<file path="src/rtl/mem_writeback_unit.sv">
// ---------------------------------------------------------------------------
// mem_writeback_unit
//
// Final pipeline stage. It retires register writes for non-memory instructions
// one cycle after they arrive. Memory reads are turned into a held
// request/acknowledge transaction. The read data, or a byte of it, is then
// written back to the register file.
//
// A read that is never acknowledged is aborted after TIMEOUT cycles. The abort
// raises a one-cycle mem_err and produces no register write.
//
// While stall is high the upstream stage holds every *_in signal stable.
// alu_result_in is therefore still valid when a load completes.
//
// Ports
//   clk, reset          rising-edge clock, synchronous active-high reset
//   mem_read_in         current instruction is a memory read
//   reg_wr_en_1_in      register write-port 1 enable
//   reg_wr_en_2_in      register write-port 2 enable
//   buff_ctrl_in [2:0]  writeback data-source / format select
//   reg_wr_sel_in [3:0] destination register index
//   mem_addr_in [15:0]  memory address, also a pass-through writeback value
//   alu_result_in[15:0] ALU result for non-memory writeback
//   mem_req             registered read request (held while waiting)
//   mem_addr [15:0]     registered read address, stable while mem_req=1
//   mem_ack             read-data-valid strobe (ignored outside WAIT)
//   mem_rdata [15:0]    read data, valid with mem_ack
//   stall               combinational back-pressure to upstream
//   rf_wr_en_1/2        registered register-file write enables
//   rf_wr_sel [3:0]     registered destination index
//   rf_wr_data [15:0]   registered writeback data
//   mem_err             registered one-cycle pulse on read timeout
// ---------------------------------------------------------------------------
module mem_writeback_unit #(
    parameter int TIMEOUT = 15
) (
    input  logic        clk,
    input  logic        reset,
    input  logic        mem_read_in,
    input  logic        reg_wr_en_1_in,
    input  logic        reg_wr_en_2_in,
    input  logic [2:0]  buff_ctrl_in,
    input  logic [3:0]  reg_wr_sel_in,
    input  logic [15:0] mem_addr_in,
    input  logic [15:0] alu_result_in,
    output logic        mem_req,
    output logic [15:0] mem_addr,
    input  logic        mem_ack,
    input  logic [15:0] mem_rdata,
    output logic        stall,
    output logic        rf_wr_en_1,
    output logic        rf_wr_en_2,
    output logic [3:0]  rf_wr_sel,
    output logic [15:0] rf_wr_data,
    output logic        mem_err
);

    typedef enum logic [1:0] {
        S_IDLE = 2'd0,
        S_WAIT = 2'd1,
        S_WB   = 2'd2
    } state_t;

    // Counter value seen in the last WAIT cycle before the read is abandoned.
    localparam logic [3:0] LAST_WAIT = 4'(TIMEOUT - 1);

    state_t      state_reg;
    logic [3:0]  wait_cnt_reg;
    logic        lat_en_1_reg;
    logic        lat_en_2_reg;
    logic [3:0]  lat_sel_reg;
    logic [2:0]  lat_bc_reg;

    // Writeback formatting. mem_src is the memory data for a load. For a
    // non-load it is the ALU result, so byte formats slice the ALU value.
    function automatic logic [15:0] format_data(
        input logic [2:0]  bc,
        input logic [15:0] mem_src,
        input logic [15:0] alu,
        input logic [15:0] addr
    );
        logic [15:0] res;
        case (bc)
            3'b001:  res = mem_src;
            3'b010:  res = {8'h00, mem_src[7:0]};
            3'b011:  res = {8'h00, mem_src[15:8]};
            3'b100:  res = addr;
            default: res = alu;
        endcase
        return res;
    endfunction

    // The instruction is consumed on a clock edge where stall is low. In WB
    // this lets the held load retire while the new inputs are disregarded.
    always_comb begin
        stall = ((state_reg == S_IDLE) && mem_read_in) || (state_reg == S_WAIT);
    end

    always_ff @(posedge clk) begin
        if (reset) begin
            state_reg    <= S_IDLE;
            wait_cnt_reg <= 4'd0;
            lat_en_1_reg <= 1'b0;
            lat_en_2_reg <= 1'b0;
            lat_sel_reg  <= 4'd0;
            lat_bc_reg   <= 3'd0;
            mem_req      <= 1'b0;
            mem_addr     <= 16'd0;
            rf_wr_en_1   <= 1'b0;
            rf_wr_en_2   <= 1'b0;
            rf_wr_sel    <= 4'd0;
            rf_wr_data   <= 16'd0;
            mem_err      <= 1'b0;
        end else begin
            mem_err <= 1'b0;
            case (state_reg)
                S_IDLE: begin
                    if (mem_read_in) begin
                        lat_en_1_reg <= reg_wr_en_1_in;
                        lat_en_2_reg <= reg_wr_en_2_in;
                        lat_sel_reg  <= reg_wr_sel_in;
                        lat_bc_reg   <= buff_ctrl_in;
                        mem_addr     <= mem_addr_in;
                        mem_req      <= 1'b1;
                        wait_cnt_reg <= 4'd0;
                        rf_wr_en_1   <= 1'b0;
                        rf_wr_en_2   <= 1'b0;
                        state_reg    <= S_WAIT;
                    end else begin
                        // Select/data update even with both enables low; the
                        // register file only acts on the enables.
                        rf_wr_en_1 <= reg_wr_en_1_in;
                        rf_wr_en_2 <= reg_wr_en_2_in;
                        rf_wr_sel  <= reg_wr_sel_in;
                        rf_wr_data <= format_data(buff_ctrl_in, alu_result_in,
                                                  alu_result_in, mem_addr_in);
                    end
                end
                S_WAIT: begin
                    // The ack is tested first, so it wins over a coincident
                    // timeout.
                    if (mem_ack) begin
                        mem_req    <= 1'b0;
                        rf_wr_en_1 <= lat_en_1_reg;
                        rf_wr_en_2 <= lat_en_2_reg;
                        rf_wr_sel  <= lat_sel_reg;
                        rf_wr_data <= format_data(lat_bc_reg, mem_rdata,
                                                  alu_result_in, mem_addr);
                        state_reg  <= S_WB;
                    end else if (wait_cnt_reg == LAST_WAIT) begin
                        mem_req    <= 1'b0;
                        mem_err    <= 1'b1;
                        rf_wr_en_1 <= 1'b0;
                        rf_wr_en_2 <= 1'b0;
                        state_reg  <= S_WB;
                    end else begin
                        wait_cnt_reg <= wait_cnt_reg + 4'd1;
                        rf_wr_en_1   <= 1'b0;
                        rf_wr_en_2   <= 1'b0;
                    end
                end
                S_WB: begin
                    rf_wr_en_1 <= 1'b0;
                    rf_wr_en_2 <= 1'b0;
                    state_reg  <= S_IDLE;
                end
                default: begin
                    state_reg <= S_IDLE;
                end
            endcase
        end
    end

endmodule

</file>
<file path="config.mk">
export PLATFORM = sky130hd
export DESIGN_NAME = mem_writeback_unit
export DESIGN_NICKNAME = d
export VERILOG_FILES = /design/src/rtl/mem_writeback_unit.sv
export SDC_FILE = /design/constraint.sdc
export NUM_CORES = 1
export LEC_CHECK = 0
export BUFFER_PORTS_ARGS = -buffer_cell sky130_fd_sc_hd__clkbuf_2
export CAP_MARGIN = 5
export CORE_MARGIN = 4
export CORE_UTILIZATION = 40
export CTS_BUF_LIST = sky130_fd_sc_hd__clkbuf_2
export DETAILED_ROUTE_END_ITERATION = 8
export PLACE_DENSITY = 0.66
export SYNTH_ARGS = -nofsm -noshare
export SYNTH_HDL_FRONTEND = slang
export SYNTH_SLANG_ARGS = --single-unit
</file>
<file path="constraint.sdc">
create_clock -name clk -period 2.22 [get_ports clk]
set_clock_uncertainty 0.15 [all_clocks]
set_input_delay 0.444 -clock clk [delete_from_list [all_inputs] [get_ports clk]]
set_output_delay 0.444 -clock clk [all_outputs]
set_load 0.05 [all_outputs]
</file>
-- Word level (Yosys, flattened, before mapping)
Cells that the tools add are included.
- bits in registers: 55
- word-level logic and storage cells: 69
- input port bits: 61
- reductions and logical operators: 11
- equality and inequality tests: 16
- add/sub/neg operators: 1
- bitwise operators: 1
- muxes and demuxes: 27
- operators by type and width (cell ; count):
    one-hot mux 16 bit (4 select lines) ; 1
    one-hot mux 16 bit (3 select lines) ; 1
    two-way mux 16 bit ; 2
    one-hot mux 16 bit (2 select lines) ; 1
    two-way mux 4 bit ; 5
    one-hot mux 4 bit (2 select lines) ; 2
    == test 3 x 2 -> 1 bit (second input constant) ; 4
    inequality test 2 bit (second input constant) ; 5
    two-way mux 1 bit ; 8
    == test 3 bit (second input constant) ; 2
    two-way mux 2 bit ; 3
    one-hot mux 1 bit (3 select lines) ; 2
    AND reduction 3 bit ; 2
    adder 4 x 1 -> 4 bit (second input constant) ; 1
    == test 4 bit (second input constant) ; 1
    one-hot mux 2 bit (2 select lines) ; 1
    AND reduction 2 bit ; 2
    AND reduction 4 bit ; 1
    == test 3 x 1 -> 1 bit (second input constant) ; 1
    inequality test 3 x 2 -> 1 bit (second input constant) ; 1
    nonzero test 3 bit ; 1
    OR reduction 3 bit ; 1
    == test 2 x 1 -> 1 bit (second input constant) ; 1
    == test 2 bit (second input constant) ; 1
    other kinds (6) ; 6

-- Longest topological paths before layout
Gate-level depths: netlist of run 1.
- depth in word-level cells: 4
- gate-level depth with buffers: 9
- depth with buffers taken out: 6

-- Worst setup path after synthesis of run 1
Ideal clock, no wire load.
- kind: register -> output
- from: reg state_reg[0]
- to: out stall
- data arrival time: 1.453 ns
- slack: 0.173 ns
- stages on the path, launching flop included: 6
- buffers on the path: 1
- required time: 1.626 ns
- cells stage by stage: dfxtp_1 inv_1 ha_1 nand2_1 clkbuf_1 nand2_1
- cells in the longest elaborated chain, start to end: 3
- elaborated cells between the ends (all ways): 4
- ends and longest elaborated chain (item ; line ; text):
    start, declared ; 67 ; state_t state_reg;
    start signal, assigned ; 101 ; state_reg <= S_IDLE;
    start signal, assigned ; 128 ; state_reg <= S_WAIT;
    start signal, assigned ; 149 ; state_reg <= S_WB;
    zero test 2 bit ; 96 ; stall = ((state_reg == S_IDLE) && mem_read_in) || (state_reg == S_WAIT);
    logical AND 1 bit ; 96 ;
    logical OR 1 bit (*) ; 96 ;
    end, declared ; 50 ; output logic stall,
Mark *: on every way between the ends. The rest lies on a longest branch, timed or not.

-- Final worst setup path of run 1
Ends and elaborated chain as after synthesis.

==> metrics.txt, run 1 <==
run status=finished, final reports clean; remaining antenna violation count after routing=0; pin count of the biggest net entering global routing=38; Layout area overhead=24.6%; cell row count=33; Die Y-Extent=99.6 µm; RR Startpoint=state_reg[0]; HP Start=mem_addr_in[3]; final critical path time including I/O delays and setup=2.14 ns; DIE WIDTH=99.6 µm; placed standard-cell area=4010 µm²; WS Path Type=reg2out; capture point of the worst reg-to-reg path=rf_wr_data[5]; average cell area after synthesis=8.11 µm²; sink of the worst hold path=mem_addr[3]; placed wire-length estimate after detailed placement=8.07 mm; cell types with the largest area share after synthesis=dfxtp_1, mux2i_1, a21oi_1, nand2_1, nand3b_1; Slew Limit Headroom=0.499; Fin. Hold Viols=0; power density over cell area=689 nW/µm²; number of cells on the worst hold path=3; Post-route DRC=0; worst hold path type=in2reg; RSZ-0062 raised after global routing=true; post-synth top area share=0.328; Cell Area, Synth=3360 µm²; fraction of registers with async set or reset after synthesis=0; Num Clock Sinks=55; worst reg-to-reg path cell count=8; starting density of the core=0.411; Top-Level Pins=102; total iterations of the first detailed-routing run=5; largest registers=mem_addr (16), rf_wr_data (16); first-pass GRT wire length=17.0 mm; maximum buffer depth of the clock tree=2; static leakage=1.72 nW; startpoint types=flop; most frequent standard cell in the layout excluding fill and tap cells=clkbuf_2; count of flip-flops with a built-in enable after synthesis=0; PnR Total Power=2.88 mW; number of vias after detailed routing=3,540; critical-path maximum fanout=5; Total GRT Usage=0.211; Final Net Count=580; total count of max-transition violations in the final report=0; Reg clk slew, reported paths=0.28 ns; IO Port Bufs=101; antenna cells=0; peak ir drop on the vdd network=324 µV; share of cells above drive strength 1=0.287; Gate Count Post-Synth=414; drt wl/cell=17.1 µm; number of global-route vias before repair=3,394; post-synthesis sequential element count=55; initial antenna violation count=0; library cell occupying the most area in the post-synthesis netlist=dfxtp_1; weighted congestion at the end of routability-driven global placement=0.840; leading register cell type out of synthesis=dfxtp_1; Warnings, synthesis=0; die outline area=9930 µm²; number of vias per cell=5.71; Cells after DPL=603; drt first-iter violations=190; Reg2Reg Setup Slack=0.18 ns; post-layout instance area=4180 µm²; category of the worst setup path capture point=primary output; data required time at the worst endpoint=1.63 ns; CTS tree=done; max frequency=468 MHz; Core Region=8180 µm²; hold_ws=0.0389 ns; sequential area share after synthesis=0.328; gr ovfl total=0; Root Buffer=clkbuf_2; highest-count cells in the layout ignoring fill and taps=clkbuf_2, dfxtp_1, nand2_1; Arrival @ worst endpoint=1.54 ns; net count after synthesis=480; total number of H-tree levels=2; max-cap check violation count=0; final wirelength=10.6 mm; final setup violating endpoints=0; total clock buffers created by CTS=5; Worst-Margin Slew=0.752 ns; clock latency on the worst-skew pair=0.46 ns; count of unique library cells instantiated by Yosys=47; post-route fraction of the period consumed by the critical path=0.963; final non-filler cell total=620
==> power by group <==
| group | leakage, nW | internal [mW] | switching (mW) |
|---|---|---|---|
| sequential | 0.453 | 1.10 | 0.0814 |
| combinational | 1.22 | 0.400 | 0.778 |
| clock | 0.0410 | 0.192 | 0.334 |
| total | 1.72 | 1.69 | 1.19 |
==> cell usage after synthesis (3+ instances only) <==
cell type / n
dfxtp_1: 55
mux2i_1: 28
a221o_1: 8
nand3b_1: 24
inv_1: 15
a311oi_1: 8
nand3_1: 3
a221oi_1: 8
clkbuf_1: 23
o41ai_1: 6
a22oi_1: 8
nand2_1: 54
a31oi_1: 8
or3b_2: 4
or3b_1: 6
ha_1: 5
buf_2: 9
a211oi_1: 13
nor2_1: 19
a21oi_1: 42
o21ai_0: 26
a22o_1: 8
==> cell type report <==
type	instances	area, µm²
Fill cell	826	3990
Multi-Input combinational cell	306	2040
Sequential cell	55	1100
Timing Repair Buffer	131	782
Tap cell	105	131
Inverter	15	60.1
Clock inverter	3	42.5
Clock buffer	5	25.0
==> worst max-delay path: stages, from the launching register on <==
cell	delay, ns
dfxtp_2	0.42
inv_1	0.05
ha_1	0.21
buf_6	0.13
nand2_2	0.07
nand2_2	0.07
buf_12	0.15
==> layer usage <==
metal / part of all wire / up-vias / track usage
li1: - / 1731 / -
met1: 0.44 / 1666 / 0.276
met2: 0.49 / 125 / 0.360
met3: 0.056 / 18 / 0.0372
met4: 0.020 / 0 / 0.0536
met5: 0 / - / 0
==> cells by family (layout without fill, tap and decap cells) <==
family | Yosys count | in the layout | share of synthesized area
adder cells (fa/ha/maj) | 5 | 5 | 0.0186
flip-flops | 55 | 55 | 0.328
XOR/XNOR | 3 | 3 | 0.00783
AND/OR/NAND/NOR | 127 | 127 | 0.203
multiplexers | 28 | 28 | 0.0835
buffers and inverters | 53 | 154 | 0.0686
AO/OA/AOI/OAI | 143 | 143 | 0.291
==> through the flow <==
stage	util	setup TNS, ns	setup slack (ns)
floorplan	-	0	0.173
global placement	0.490	0	0.154
detailed placement	0.490	0	0.0968
CTS	0.500	0	0.0119
global route	0.512	-0.0301	-0.0301
finish	0.512	0	0.0831
==> what timing repair did <==
item,in CTS,in global routing
gates cloned,0,0
buffers inserted,1,0
endpoints found under the hold margin,0,8
hold buffers,0,8
pin swaps,0,1
resized for setup,4,4
setup endpoints to repair,1,3
==> worst max-delay path by stage <==
stage                          from              to  cells after the start  slack, ns
floorplan              state_reg[0]           stall                      5       0.17
global placement    buff_ctrl_in[1]   rf_wr_data[4]                      5       0.15
detailed placement     state_reg[0]  rf_wr_data[11]                      5        0.1
CTS                    state_reg[0]           stall                      6       0.01
global route           state_reg[1]           stall                      5      -0.03
finish                 state_reg[0]           stall                      6       0.08
(Power assumes the default switching activity.)
==> inputs of run 2 (changes only) <==
==> config.mk (replaced) <==
export PLATFORM = sky130hd
export DESIGN_NAME = mem_writeback_unit
export DESIGN_NICKNAME = d
export VERILOG_FILES = /design/src/rtl/mem_writeback_unit.sv
export SDC_FILE = /design/constraint.sdc
export NUM_CORES = 1
export LEC_CHECK = 0
export CAP_MARGIN = 5
export CORE_MARGIN = 4
export CORE_UTILIZATION = 40
export CTS_BUF_LIST = sky130_fd_sc_hd__clkbuf_2
export DETAILED_ROUTE_END_ITERATION = 8
export DONT_BUFFER_PORTS = 1
export PLACE_DENSITY = 0.55
export SYNTH_ARGS = -nofsm -noshare
export SYNTH_HDL_FRONTEND = slang
export SYNTH_SLANG_ARGS = --single-unit
==> run 2 against run 1 <==
Compared with the run above:
- sequential power up 19%
- utilization decreased by 2.3 points
- critical path type unchanged
- sequential cell count stayed put
- combinational power shrank 29%
- worst hold slack better by 0.025 ns
- register-to-register slack got worse by 0.08 ns
- sequential share of layout area grew 1.2 points
- non-clock buffer count down 65
- first-iteration DRC count decreased by 11%
- via count fell by 8.8%
==> metrics.txt, run 2 (synthesized netlist as in run 1, its figures left out) <==
placed standard-cell area=3580 µm² (-11%); number of vias after detailed routing=3,229 (-8.8%); DIE WIDTH=99.6 µm (unchanged); number of global-route vias before repair=3,080 (-9.3%); buffers plus inverters on the worst setup path=3 (unchanged); number of vias per cell=5.82 (+1.9%); die outline area=9930 µm² (unchanged); critical-path maximum fanout=5 (unchanged); share of cells above drive strength 1=0.136 (-0.152); Arrival @ worst endpoint=1.55 ns (about the same); Total GRT Usage=0.215 (+0.00391); static leakage=1.46 nW (-15%); highest-count cells in the layout ignoring fill and taps=dfxtp_1, nand2_1, a21oi_1; area taken by multi-input logic gates=2040 µm² (-0.12%); max frequency=467 MHz (-0.17%); post-route fraction of the period consumed by the critical path=0.964 (+0.00165); highest signal layer in the routed design=met4; RSZ-0062 raised after global routing=true; antenna cells=0 (unchanged); maximum buffer depth of the clock tree=2 (unchanged); initial antenna violation count=0 (unchanged); power density over cell area=697 nW/µm² (+1.2%); peak ir drop on the vdd network=305 µV (-5.9%); Root Buffer=clkbuf_2; wire length on met1=4.78 mm (+2.9%); post-layout instance area=4000 µm² (-4.5%); placed wire-length estimate after detailed placement=7.63 mm (-5.4%); Cells after DPL=516 (-14%); data required time at the worst endpoint=1.63 ns (about the same); Register Area=1100 µm² (unchanged); total number of H-tree levels=2 (unchanged); weighted congestion at the end of routability-driven global placement=0.783 (-6.8%); WL met2=5.49 mm (+6.0%); cell with the largest stage delay on the worst path=dfxtp_2; total iterations of the first detailed-routing run=6 (+1); clock latency on the worst-skew pair=0.47 ns (about the same); Num Clock Sinks=55 (unchanged); remaining antenna violation count after routing=0 (unchanged); WS Path Type=reg2out; IO Port Bufs=0 (-100%); run status=finished, final reports clean; Core Region=8180 µm² (unchanged); worst hold path type=in2reg; first-pass GRT wire length=17.1 mm (+0.32%); Post-route DRC=0 (unchanged); drt first-iter violations=169 (-11%); Final Net Count=515 (-11%); final critical path time including I/O delays and setup=2.14 ns (+0.00366 ns); total count of max-transition violations in the final report=0 (unchanged); startpoint types=flop; Layout area overhead=19.0%; pin count of the biggest net entering global routing=63 (+66%); most frequent standard cell in the layout excluding fill and tap cells=dfxtp_1; count of filler cells inserted in the layout=815 (-1.3%); final setup violating endpoints=0 (unchanged); Worst-Margin Slew=0.632 ns (-0.120 ns); cell row count=33 (unchanged); Top-Level Pins=102 (unchanged); Reg clk slew, reported paths=0.29 ns (about the same); max-cap check violation count=0 (unchanged); largest registers=mem_addr (16), rf_wr_data (16); Fin. Hold Viols=0 (unchanged); metal3 WL=689 µm (+16%); crit-path cells=inv_1 > ha_1 > buf_4 > nand2_4 > nand2_2 > buf_8; gr ovfl total=0 (unchanged); total clock buffers created by CTS=5 (unchanged); final non-filler cell total=555 (-10%); Die Y-Extent=99.6 µm (unchanged); starting density of the core=0.411 (unchanged); drt wl/cell=19.9 µm (+16%); CTS tree=done; Slew Limit Headroom=0.577 (+0.0783); final wirelength=11.0 mm (+3.8%); kind of cell adding the most delay to the critical path=flip-flops; Worst path max stage delay=0.41 ns (about the same); category of the worst setup path capture point=primary output
==> run 2: cell types whose count changed in the layout (fill, tap and decap cells not counted), moves of 2 or more <==
| cell | change |
|---|---|
| clkbuf_2 | -100 |
| dlygate4sd3_1 | +20 |
| buf_4 | +15 |
| buf_12 | -2 |
==> run 2: worst paths after layout <==
check / end / cells after the start / start / slack (ns)
min reg2reg: lat_sel_reg[3] / 2 / lat_sel_reg[3] / 0.32
min: state_reg[1] / 2 / mem_read_in / 0.06
max reg2reg: rf_wr_data[12] / 5 / state_reg[0] / 0.10
max: stall / 6 / state_reg[0] / 0.08
==> run 2: metal layers <==
layer	vias up	track usage
li1	1598	-
met1	1533	0.289
met2	92	0.352
met3	6	0.0526
met4	0	0.0431
met5	-	0
==> run 2: repair_timing <==
action	CTS	global route
gates resized for setup	3	5
setup buffers	2	0
cloned	0	0
hold endpoints to repair	55	1
setup endpoints to repair	1	8
hold buffers	28	1
==> run 2: where the power goes <==
group | internal (mW) | switching, mW | total (mW) | leakage [nW]
Combinational | 0.347 | 0.491 | 0.837 | 0.968
Sequential | 1.10 | 0.307 | 1.40 | 0.453
Clock | 0.197 | 0.349 | 0.547 | 0.0436
Total | 1.64 | 1.15 | 2.79 | 1.46
==> run 2: layout make-up <==
class                   count  area share
clock buffers               5     0.00626
well taps                 105      0.0329
repair buffers             66       0.149
flip-flops and latches     55       0.276
clock inverters             3      0.0119
multi-input cells         306       0.510
inverters                  15      0.0141
==> run 2: per-stage QoR <==
stage | hold WS (ns) | setup WS (ns) | TNS, ns | utilization | total power [mW]
2_1_floorplan | 0.286 | 0.173 | 0 | - | 2.00
3_3_place_gp | 0.286 | 0.177 | 0 | 0.438 | 2.16
3_5_place_dp | 0.291 | 0.100 | 0 | 0.438 | 2.18
4_1_cts | 0.0143 | 0.0174 | 0 | 0.486 | 2.80
5_1_grt | 0.0128 | -0.0805 | -0.432 | 0.489 | 2.94
6_report | 0.0639 | 0.0794 | 0 | 0.489 | 2.79
==> inputs of run 3 (changes only) <==
==> constraint.sdc (replaced) <==
create_clock -name clk -period 2.22 [get_ports clk]
set_clock_uncertainty 0.15 [all_clocks]
set_input_delay 0.111 -clock clk [delete_from_list [all_inputs] [get_ports clk]]
set_output_delay 0.111 -clock clk [all_outputs]
set_load 0.05 [all_outputs]
==> run 3 against run 2 <==
Compared with the run above:
- non-clock buffer count is 49 higher
- total power is 5.3% higher
- sequential share of layout area is 3.3 points lower
- critical path depth stayed put
- register-to-register slack worse by 0.06 ns
- highest routed layer unchanged
- largest power group unchanged
==> metrics.txt, run 3 (synthesized netlist as in run 1, its figures left out) <==
total clock buffers created by CTS=5 (unchanged); RSZ-0062 raised after global routing=true; worst reg-to-reg path cell count=6 (+1); total number of H-tree levels=2 (unchanged); initial antenna violation count=1 (+1); Arrival @ worst endpoint=2.40 ns (+0.85 ns); total count of max-transition violations in the final report=0 (unchanged); first-pass GRT wire length=18.1 mm (+6.2%); final setup violating endpoints=0 (unchanged); remaining antenna violation count after routing=0 (unchanged); cell with the largest stage delay on the worst path=dlygate4sd3_1; Core Region=8180 µm² (unchanged); largest registers=mem_addr (16), rf_wr_data (16); category of the worst setup path capture point=flop; placed standard-cell area=3590 µm² (+0.42%); final wirelength=11.9 mm (+7.4%); gr ovfl total=0 (unchanged); IO Port Bufs=0 (unchanged); startpoint types=flop; crit-path cells=inv_1 > ha_2 > buf_4 > a221oi_1 > dlygate4sd3_1 > o41ai_1; drt first-iter violations=283 (+67%); pin count of the biggest net entering global routing=63 (unchanged); count of filler cells inserted in the layout=788 (-3.3%); number of vias per cell=5.91 (+1.5%); peak-usage layer in the global routing report=met2; share of cells above drive strength 1=0.134 (-0.00129); number of vias after detailed routing=3,574 (+11%); number of global-route vias before repair=3,358 (+9.0%); area taken by multi-input logic gates=2060 µm² (+0.92%); post-layout instance area=4540 µm² (+13%); Root Buffer=clkbuf_2; Layout area overhead=35.1%; max-cap check violation count=0 (unchanged); max frequency=459 MHz (-1.8%); peak ir drop on the vdd network=329 µV (+7.9%); clock latency on the worst-skew pair=0.46 ns (about the same); Total GRT Usage=0.228 (+0.0132); Die Y-Extent=99.6 µm (unchanged); starting density of the core=0.411 (unchanged); static leakage=1.68 nW (+15%); Post-route DRC=0 (unchanged); worst hold path type=in2reg; Num Clock Sinks=55 (unchanged); Top-Level Pins=102 (unchanged); run status=finished, final reports clean; post-route fraction of the period consumed by the critical path=0.982 (+0.0180); final critical path time including I/O delays and setup=2.18 ns (+0.0400 ns); M1 GR Usage=0.291 (+0.00220); WS Path Type=reg2reg; Register Area=1100 µm² (+0.11%); met2 track utilization from global routing=0.380 (+0.0279); CTS tree=done; Final Net Count=564 (+9.5%); number of cells on the worst hold path=4 (+2); Worst path max stage delay=0.59 ns (+0.18 ns); weighted congestion at the end of routability-driven global placement=0.788 (+0.60%); Slew Limit Headroom=0.623 (+0.0463); Cells after DPL=518 (+0.39%); pre-CTS setup slack=0.0781 ns (-0.0221 ns); final non-filler cell total=605 (+9.0%); Fin. Hold Viols=0 (unchanged); Final TNS setup=0 ns (unchanged); M3 GR Usage=0.0582 (+0.00561); die outline area=9930 µm² (unchanged); post-route setup slack=0.0394 ns (-0.0400 ns); Reg clk slew, reported paths=0.29 ns (about the same); core occupancy in the finished layout=0.555 (+0.0660); data required time at the worst endpoint=2.44 ns (+0.81 ns); most frequent standard cell in the layout excluding fill and tap cells=dlygate4sd3_1; power density over cell area=647 nW/µm² (-7.2%); Worst-Margin Slew=0.564 ns (-0.0680 ns); critical-path maximum fanout=20 (+15); drt wl/cell=19.6 µm (-1.5%); total iterations of the first detailed-routing run=4 (-2); placed wire-length estimate after detailed placement=7.73 mm (+1.3%); maximum buffer depth of the clock tree=2 (unchanged); highest-count cells in the layout ignoring fill and taps=dlygate4sd3_1, nand2_1, dfxtp_1; DIE WIDTH=99.6 µm (unchanged); cell row count=33 (unchanged)
## run 3: changes by cell type in the layout (fill, tap and decap cells not counted), sizes merged
cell,previous run,this run
inv,16,15
clkinvlp,0,1
dlygate4sd3,28,76
clkbuf,5,6
diode,0,1
## run 3: power breakdown
part	internal, mW	switching (mW)
logic	0.440	0.559
clock network	0.192	0.345
registers	1.10	0.303
## run 3: cell type report
cell class	instances	share of cell area
flip-flops and latches	55	0.244
clock buffers	5	0.00552
inverters	15	0.0132
clock inverters	3	0.00938
well taps	105	0.0290
repair buffers	115	0.246
multi-input cells	306	0.453
diodes	1	0.000552
## run 3: metal layers
metal,routed length [µm],vias to the layer above
met5,0,-
met4,227,0
met3,919,18
met2,5830,154
met1,4880,1694
li1,-,1708
## run 3: per-stage QoR
step	hold slack, ns	power (mW)
after floorplan	0.0397	2.00
after global placement	0.0347	2.18
after detailed placement	0.0397	2.19
after CTS	0.0128	2.90
after global routing	0.0146	3.09
final	0.0185	2.93
## run 3: final timing paths
path | from | to | slack [ns]
worst max-delay path | state_reg[1] | rf_wr_data[15] | 0.04
worst min-delay path | mem_rdata[14] | rf_wr_data[14] | 0.02
worst max register to register | state_reg[1] | rf_wr_data[15] | 0.04
worst min register to register | lat_en_2_reg | lat_en_2_reg | 0.33
## run 3: timing repair
action / in CTS / in global routing
resized for setup: 2 / 15
setup endpoints to repair: 1 / 17
buffers inserted: 0 / 0
hold buffers: 73 / 4
gates cloned: 0 / 1
endpoints found under the hold margin: 55 / 8
## run 3: worst max-delay path: cells and delay by family, from the launching register on
kind / cells / cell delay [ns]
AOI/OAI and AO/OA: 2 / 0.37
adders and majority gates: 1 / 0.22
buffers and inverters: 3 / 0.97
DFF: 1 / 0.39
